## src/rtl/alu_vec_aux.sv

```systemverilog
// One lane of the SIMD vector ALU: MUL/SUB/ADD/IDX/SET on signed WIDTH-bit
// operands, producing a registered result and {V,N,Z,C} flags one cycle later.
module alu_vec_aux #(
  parameter int WIDTH = 8
) (
  input  logic             clk,
  input  logic             rst_n,
  input  logic [WIDTH-1:0] data_a,
  input  logic [WIDTH-1:0] data_b,
  input  logic [WIDTH-1:0] data_c,
  input  logic [2:0]       opcode,
  input  logic             flag_scalar,
  input  logic [31:0]      instance_num,
  output logic [WIDTH-1:0] result,
  output logic [3:0]       flags
);

  typedef enum logic [2:0] {
    OP_MUL = 3'b000,
    OP_SUB = 3'b001,
    OP_ADD = 3'b010,
    OP_IDX = 3'b011,
    OP_SET = 3'b111
  } opcode_e;

  logic [WIDTH-1:0]          opB;
  logic [WIDTH:0]            sumExt;
  logic [WIDTH-1:0]          diff;
  logic signed [2*WIDTH-1:0] prodFull;
  logic [WIDTH-1:0]          idxVal;

  logic [WIDTH-1:0] result_d, result_q;
  logic [3:0]       flags_d, flags_q;
  logic             validOp;
  logic             ovf;
  logic             carry;

  assign opB    = flag_scalar ? data_c : data_b;
  assign sumExt = {1'b0, data_a} + {1'b0, opB};
  assign diff   = data_a - opB;
  assign idxVal = WIDTH'(instance_num);

  // Operands are sign-extended to the full product width so the multiply is
  // exact and the overflow check can compare against the truncated result.
  assign prodFull = $signed({{WIDTH{data_a[WIDTH-1]}}, data_a})
                  * $signed({{WIDTH{opB[WIDTH-1]}}, opB});

  always_comb begin
    result_d = '0;
    validOp  = 1'b1;
    ovf      = 1'b0;
    carry    = 1'b0;
    case (opcode)
      OP_MUL: begin
        result_d = prodFull[WIDTH-1:0];
        ovf      = (prodFull != $signed({{WIDTH{prodFull[WIDTH-1]}}, prodFull[WIDTH-1:0]}));
      end
      OP_SUB: begin
        result_d = diff;
        ovf      = (data_a[WIDTH-1] != opB[WIDTH-1]) && (diff[WIDTH-1] != data_a[WIDTH-1]);
      end
      OP_ADD: begin
        result_d = sumExt[WIDTH-1:0];
        ovf      = (data_a[WIDTH-1] == opB[WIDTH-1]) && (sumExt[WIDTH-1] != data_a[WIDTH-1]);
        carry    = sumExt[WIDTH];
      end
      OP_IDX:  result_d = idxVal;
      OP_SET:  result_d = data_c;
      default: validOp  = 1'b0;
    endcase
  end

  always_comb begin
    flags_d = '0;
    if (validOp) begin
      flags_d = {ovf, result_d[WIDTH-1], (result_d == '0), carry};
    end
  end

  always_ff @(posedge clk) begin
    if (!rst_n) begin
      result_q <= '0;
      flags_q  <= '0;
    end else begin
      result_q <= result_d;
      flags_q  <= flags_d;
    end
  end

  assign result = result_q;
  assign flags  = flags_q;

endmodule

```

## config.mk

```make
export PLATFORM = sky130hd
export DESIGN_NAME = alu_vec_aux
export DESIGN_NICKNAME = d
export VERILOG_FILES = /design/src/rtl/alu_vec_aux.sv
export SDC_FILE = /design/constraint.sdc
export NUM_CORES = 1
export LEC_CHECK = 0
export ABC_CLOCK_PERIOD_IN_PS = 6200
export CORE_ASPECT_RATIO = 1.1
export CORE_MARGIN = 5
export CORE_UTILIZATION = 35
export DETAILED_ROUTE_END_ITERATION = 12
export PLACE_DENSITY = 0.6
export SYNTH_ARGS = -nofsm -noshare
export SYNTH_HDL_FRONTEND = slang
export SYNTH_SLANG_ARGS = --single-unit
```

## constraint.sdc

```tcl
create_clock -name clk -period 6.2 [get_ports clk]
set_clock_uncertainty 0.2 [all_clocks]
set_input_delay 1.24 -clock clk [delete_from_list [all_inputs] [get_ports clk]]
set_output_delay 1.24 -clock clk [all_outputs]
set_load 0.05 [all_outputs]
```

# After elaboration in Yosys (flattened, before gate mapping)
# Cells that the tools add are included.
[word_totals] word_cells=26 reg_bits=12
[classes] addsub=2 mul=1 n_eq_ne=9 reduce_logical=7 muxes=4
[op_table] op="one-hot mux 8 bit (5 select lines)" n=1
[op_table] op="multiplier 8 x 8 -> 16 bit" n=1
[op_table] op="adder 8 x 8 -> 9 bit" n=1
[op_table] op="logical NOT 8 bit" n=1
[op_table] op="2-to-1 mux 8 bit" n=1
[op_table] op="!= test 8 x 1 -> 1 bit" n=1
[op_table] op="subtractor 8 bit" n=1
[op_table] op="== test 3 x 2 -> 1 bit (second input constant)" n=2
[op_table] op="OR reduction 5 bit" n=1
[op_table] op="== test 3 x 1 -> 1 bit (second input constant)" n=1
[op_table] op="== test 3 bit (second input constant)" n=1
[op_table] op="logical NOT 3 bit" n=1
[op_table] op="!= test 1 bit" n=3
[op_table] op="one-hot mux 1 bit (3 select lines)" n=1
[op_table] op="AND reduction 3 bit" n=1
[op_table] op="logical AND 1 bit" n=2
[op_table] op="AND reduction 2 bit" n=1
[op_table] op="== test 1 bit" n=1
[op_table] op="2-to-1 mux 1 bit" n=1

# Depth between registers and ports, before layout
[logic_depth] ltp_word=5 mapped_depth=21 depth_no_buf=20

# Least setup slack after synthesis
# No wires, ideal clock.
[synth_timing] path_kind="input to register" start="input port flag_scalar" end="register flags_q[3], in the netlist flags[3]" setup_slack_ns=-0.079 arrival_time_ns=5.992 t_required_ns=5.913 setup_time_ns=0.087 cell_stages=19 cell_sequence="buf_2 > mux2i_1 > clkinv_1 > and2_1 > fa_1 > inv_1 > fa_1 > fa_1 > fa_1 > inv_1 > ha_1 > or2_2 > a21oi_1 > a31oi_1 > a21o_1 > a21oi_1 > xnor2_1 > and4b_1 > o31ai_1"
[synth_between] elab_chain_len=5 elab_cells_between_ends=12 classes_between="add/sub: 2; mul: 1; eq/ne: 5; mux: 2; reduce/logical: 2"
[synth_rtl] item="from (decl)" line="12" source="input logic flag_scalar,"
[synth_rtl] item="2-to-1 mux 8 bit (*)" line="38" source="assign opB = flag_scalar ? data_c : data_b;"
[synth_rtl] item="parallel branches: the longest is 3 deep, another holds multiplier 8 x 8 -> 16 bit"
[synth_rtl] item="one-hot mux 1 bit (3 select lines) (*)" line="53" source="case (opcode)"
[synth_rtl] item="to (signal assigned)" line="86" source="flags_q <= flags_d;"
[synth_rtl] item="to (decl)" line="33" source="logic [3:0] flags_d, flags_q;"
# Mark *: on every way between the ends.
# A chain may end at the register's enable or synchronous reset.

# Final worst setup path
[layout_timing] start="input port data_a[6]" end="register flags_q[3], in the netlist flags[3]"
[layout_between] elab_chain_len=4 elab_cells_between_ends=9 classes_between="add/sub: 2; mul: 1; eq/ne: 3; mux: 1; reduce/logical: 2"
[layout_rtl] item="from (decl)" line="8" source="input logic [WIDTH-1:0] data_a,"
[layout_rtl] item="parallel branches: the longest is 3 deep, another holds multiplier 8 x 8 -> 16 bit"
[layout_rtl] item="one-hot mux 1 bit (3 select lines) (*)" line="53"
# Marked as above.

==> qor.yml <==
status: "completed"
synth_adder_area_share_pct: 44.8
grt_pass1_wl_mm: 18.2
yosysUniqueCellTypes: 52
startpoint_type: "input port"
synth_commonest_cells: "90 x inv_1, 57 x fa_1, 46 x ha_1"
min_period_over_period_pct: 97.1
synthTopCellsByArea: "fa_1 30%, ha_1 15%, inv_1 8.8%"
drv_slew: 0
timing_hold_violations_final: 0
synth_mux_area_share_pct: 4.05
ir_worst_vdd_mv: 0.566
cts.sinks: 12
cap_violations: 0
crit_family: "adder cells"
wl_met1_mm: 4.50
wl_met3_um: 427
holdBufCountCts: 0
drtIter0Drc: 167
core-area_um2: 10800
ys_ff_latch: 12
die-width_um: 110
drive_above_1_share_pct: 28.4
internal_power_w: 0.00127
numPortBuffers: 49
critPathRequiredTime_ns: 6.12
layout.nets: 755
avgSynthCellArea_um2: 8.45
final_area_um2: 5570
detail-route-antenna-nets: 0
syn-instance-count: 453
async_flop_share_pct: 0
dp_cells: 720
synth_most_common_cell: "inv_1"
place_congestion: 0.850
clk_pin_slew_ns: 0.04
ys_seq_area_share_pct: 6.27
worst_hold_slack_ns: 1.38
period_needed_ns: 6.02
worstSetupPathType: "input port to flop"
grt_pass1_vias: 3768
hpwl_mm: 9.12
synth_top_area_cell: "fa_1"
ys.flop_type: "dfxtp_1"
drtPass1Iterations: 4
seqPwrFrac_pct: 3.7
top_layer_used: "met4"
place_ws_ns: -0.900
setup_viol: 0
relSlewSlack_pct: 31.9
wl_per_cell_um: 14.6
crit_path_cell_trace: "clkdlybuf4s50_1, buf_4, and2_1, fa_1, inv_2, fa_1, fa_1, fa_1, inv_1, ha_4, buf_4, and2_4, o21ai_4, buf_6, nand3b_1, a21oi_2, xnor2_2, nor4b_2, buf_4, o31ai_2"
end_kind: "flop"
synth_fp_nets: 618
switchingPower_w: 0.00110
whs_endpoint: "result[4]$_SDFF_PN0_"
synth_edf_count: 0
power_switching_share_pct: 46.6
min_path_cells: 7
area_delta_synth_final_pct: 45.4
p_leak_nw: 2.65
dieArea_um2: 13100
finalNonFillerCells: 736
arrival_ns: 5.94
comb_power_share_pct: 90.8
worst_slew_pin_slew_ns: 1.02
cts_tree: "built"
rows: 40
h-tree-depth: 1
grt_use_total_pct: 17.0
initial_core_util_pct: 35.4
yosys.area_share.simple_pct: 17.6
syn-cell-area_um2: 3830
holdCritStartpoint: "data_c[4]"
dr_total_vias: 3610
grt-ovfl-total: 0
synth_top_area_share_pct: 29.8
synth_compound_gate_area_share_pct: 11.8
synth_top_family_by_area: "adder cells"
drt-total-wl_mm: 10.7
ioPinCount: 74
grt_start_max_net_pins: 18
cts_inserted_buffers: 3
critical_path_peak_fanout: 7
crit_slowest_cell: "fa_1"
clockBufferDepth: 2
ys_warn_count: 0
slowest_delay_ns: 0.56
power.density_nw_per_um2: 425
fin_util_pct: 51.5
clkPwrFrac_pct: 5.5
antenna_found_initial: 0
drcViolationCount: 0
max_clock_freq_mhz: 166
cts_root_buf: "clkbuf_16"
dieHeight_um: 120
worst-path-buf-inv: 7
wl_met2_mm: 5.56
placedInstanceArea_um2: 5070
vias_per_cell: 4.90
worst_slack_ns: 0.180
critPathMostFrequentCell: "fa_1"
insertedDiodeCount: 0
synth_xor_area_share_pct: 5.72
hold_path.class: "input port to flop"
logic make-up after synthesis:
group | count (synthesis)
mux | 15
simple gates | 138
buf+inv | 98
fa+ha+maj | 103
xor+xnor | 25
flops | 12
compound gates | 62
stage by stage:
stage	power (W)	setup TNS, ns
floorplan	0.00120	0
global placement	0.00174	-1.46
detailed placement	0.00179	-1.62
CTS	0.00214	0
global route	0.00260	-0.00330
finish	0.00237	0
per-layer routing:
metal  track usage, %  vias to the layer above
met4             2.57                        0
met5                0                        -
met3             1.61                       14
li1                 -                     1741
met2             29.6                       72
met1             23.3                     1783
sequential cells by signal, indices dropped and copies added (netlist names):
name,flops
result,8
flags,4
worst max path at each step:
stage,startpoint,endpoint,depth (start not counted)
after floorplan,flag_scalar,flags[3]$_SDFF_PN0_,18
after global placement,flag_scalar,flags[3]$_SDFF_PN0_,19
after detailed placement,flag_scalar,flags[3]$_SDFF_PN0_,19
after CTS,data_c[0],flags[3]$_SDFF_PN0_,21
after global routing,data_c[2],flags[3]$_SDFF_PN0_,21
final,data_a[6],flags[3]$_SDFF_PN0_,20
layout by cell type (no fill, tap or decap), types with 4 or more instances in the layout:
cell type / n
mux2_4: 4
o21ai_0: 6
buf_4: 86
nand3_1: 6
ha_4: 7
a21oi_1: 12
xnor2_1: 16
inv_2: 8
dfxtp_1: 12
or2_2: 7
clkdlybuf4s50_1: 41
nor3_1: 4
ha_1: 36
a31oi_1: 4
o221ai_1: 4
inv_1: 81
mux2i_1: 8
and2_1: 7
fa_2: 4
a21o_1: 5
nor2_1: 32
nor2b_1: 13
dlymetal6s2s_1: 4
nand2_1: 42
xor2_1: 6
fa_1: 53
tightest hold or removal path, cell delays in order:
cell and delay, ns:
dlymetal6s2s_1 0.11, mux2i_1 0.09, nor2_1 0.09, a21oi_1 0.06
o21ai_0 0.07, a31oi_1 0.06, nor2_1 0.08
final cells by class:
type / instances / area (um2)
Clock buffer: 4 / 88.8
Sequential cell: 12 / 240
Fill cell: 1012 / 5240
Timing Repair Buffer: 138 / 1170
Multi-Input combinational cell: 343 / 3530
Tap cell: 147 / 184
Inverter: 92 / 352
repair_timing:
item	CTS	global route
buffers inserted	7	6
gates resized for setup	42	44
endpoints found under the setup margin	2	1
endpoints found under the hold margin	0	0
pin swaps	19	37
power groups by stage:
stage                     clock network (W)  logic, W  registers [W]
after CTS                          0.000132   0.00192      0.0000869
after floorplan                           0   0.00109       0.000115
after global routing               0.000136   0.00237      0.0000873
final                              0.000131   0.00215      0.0000868
after global placement                    0   0.00165      0.0000882
after detailed placement                  0   0.00170      0.0000884
(Power assumes the default switching activity.)
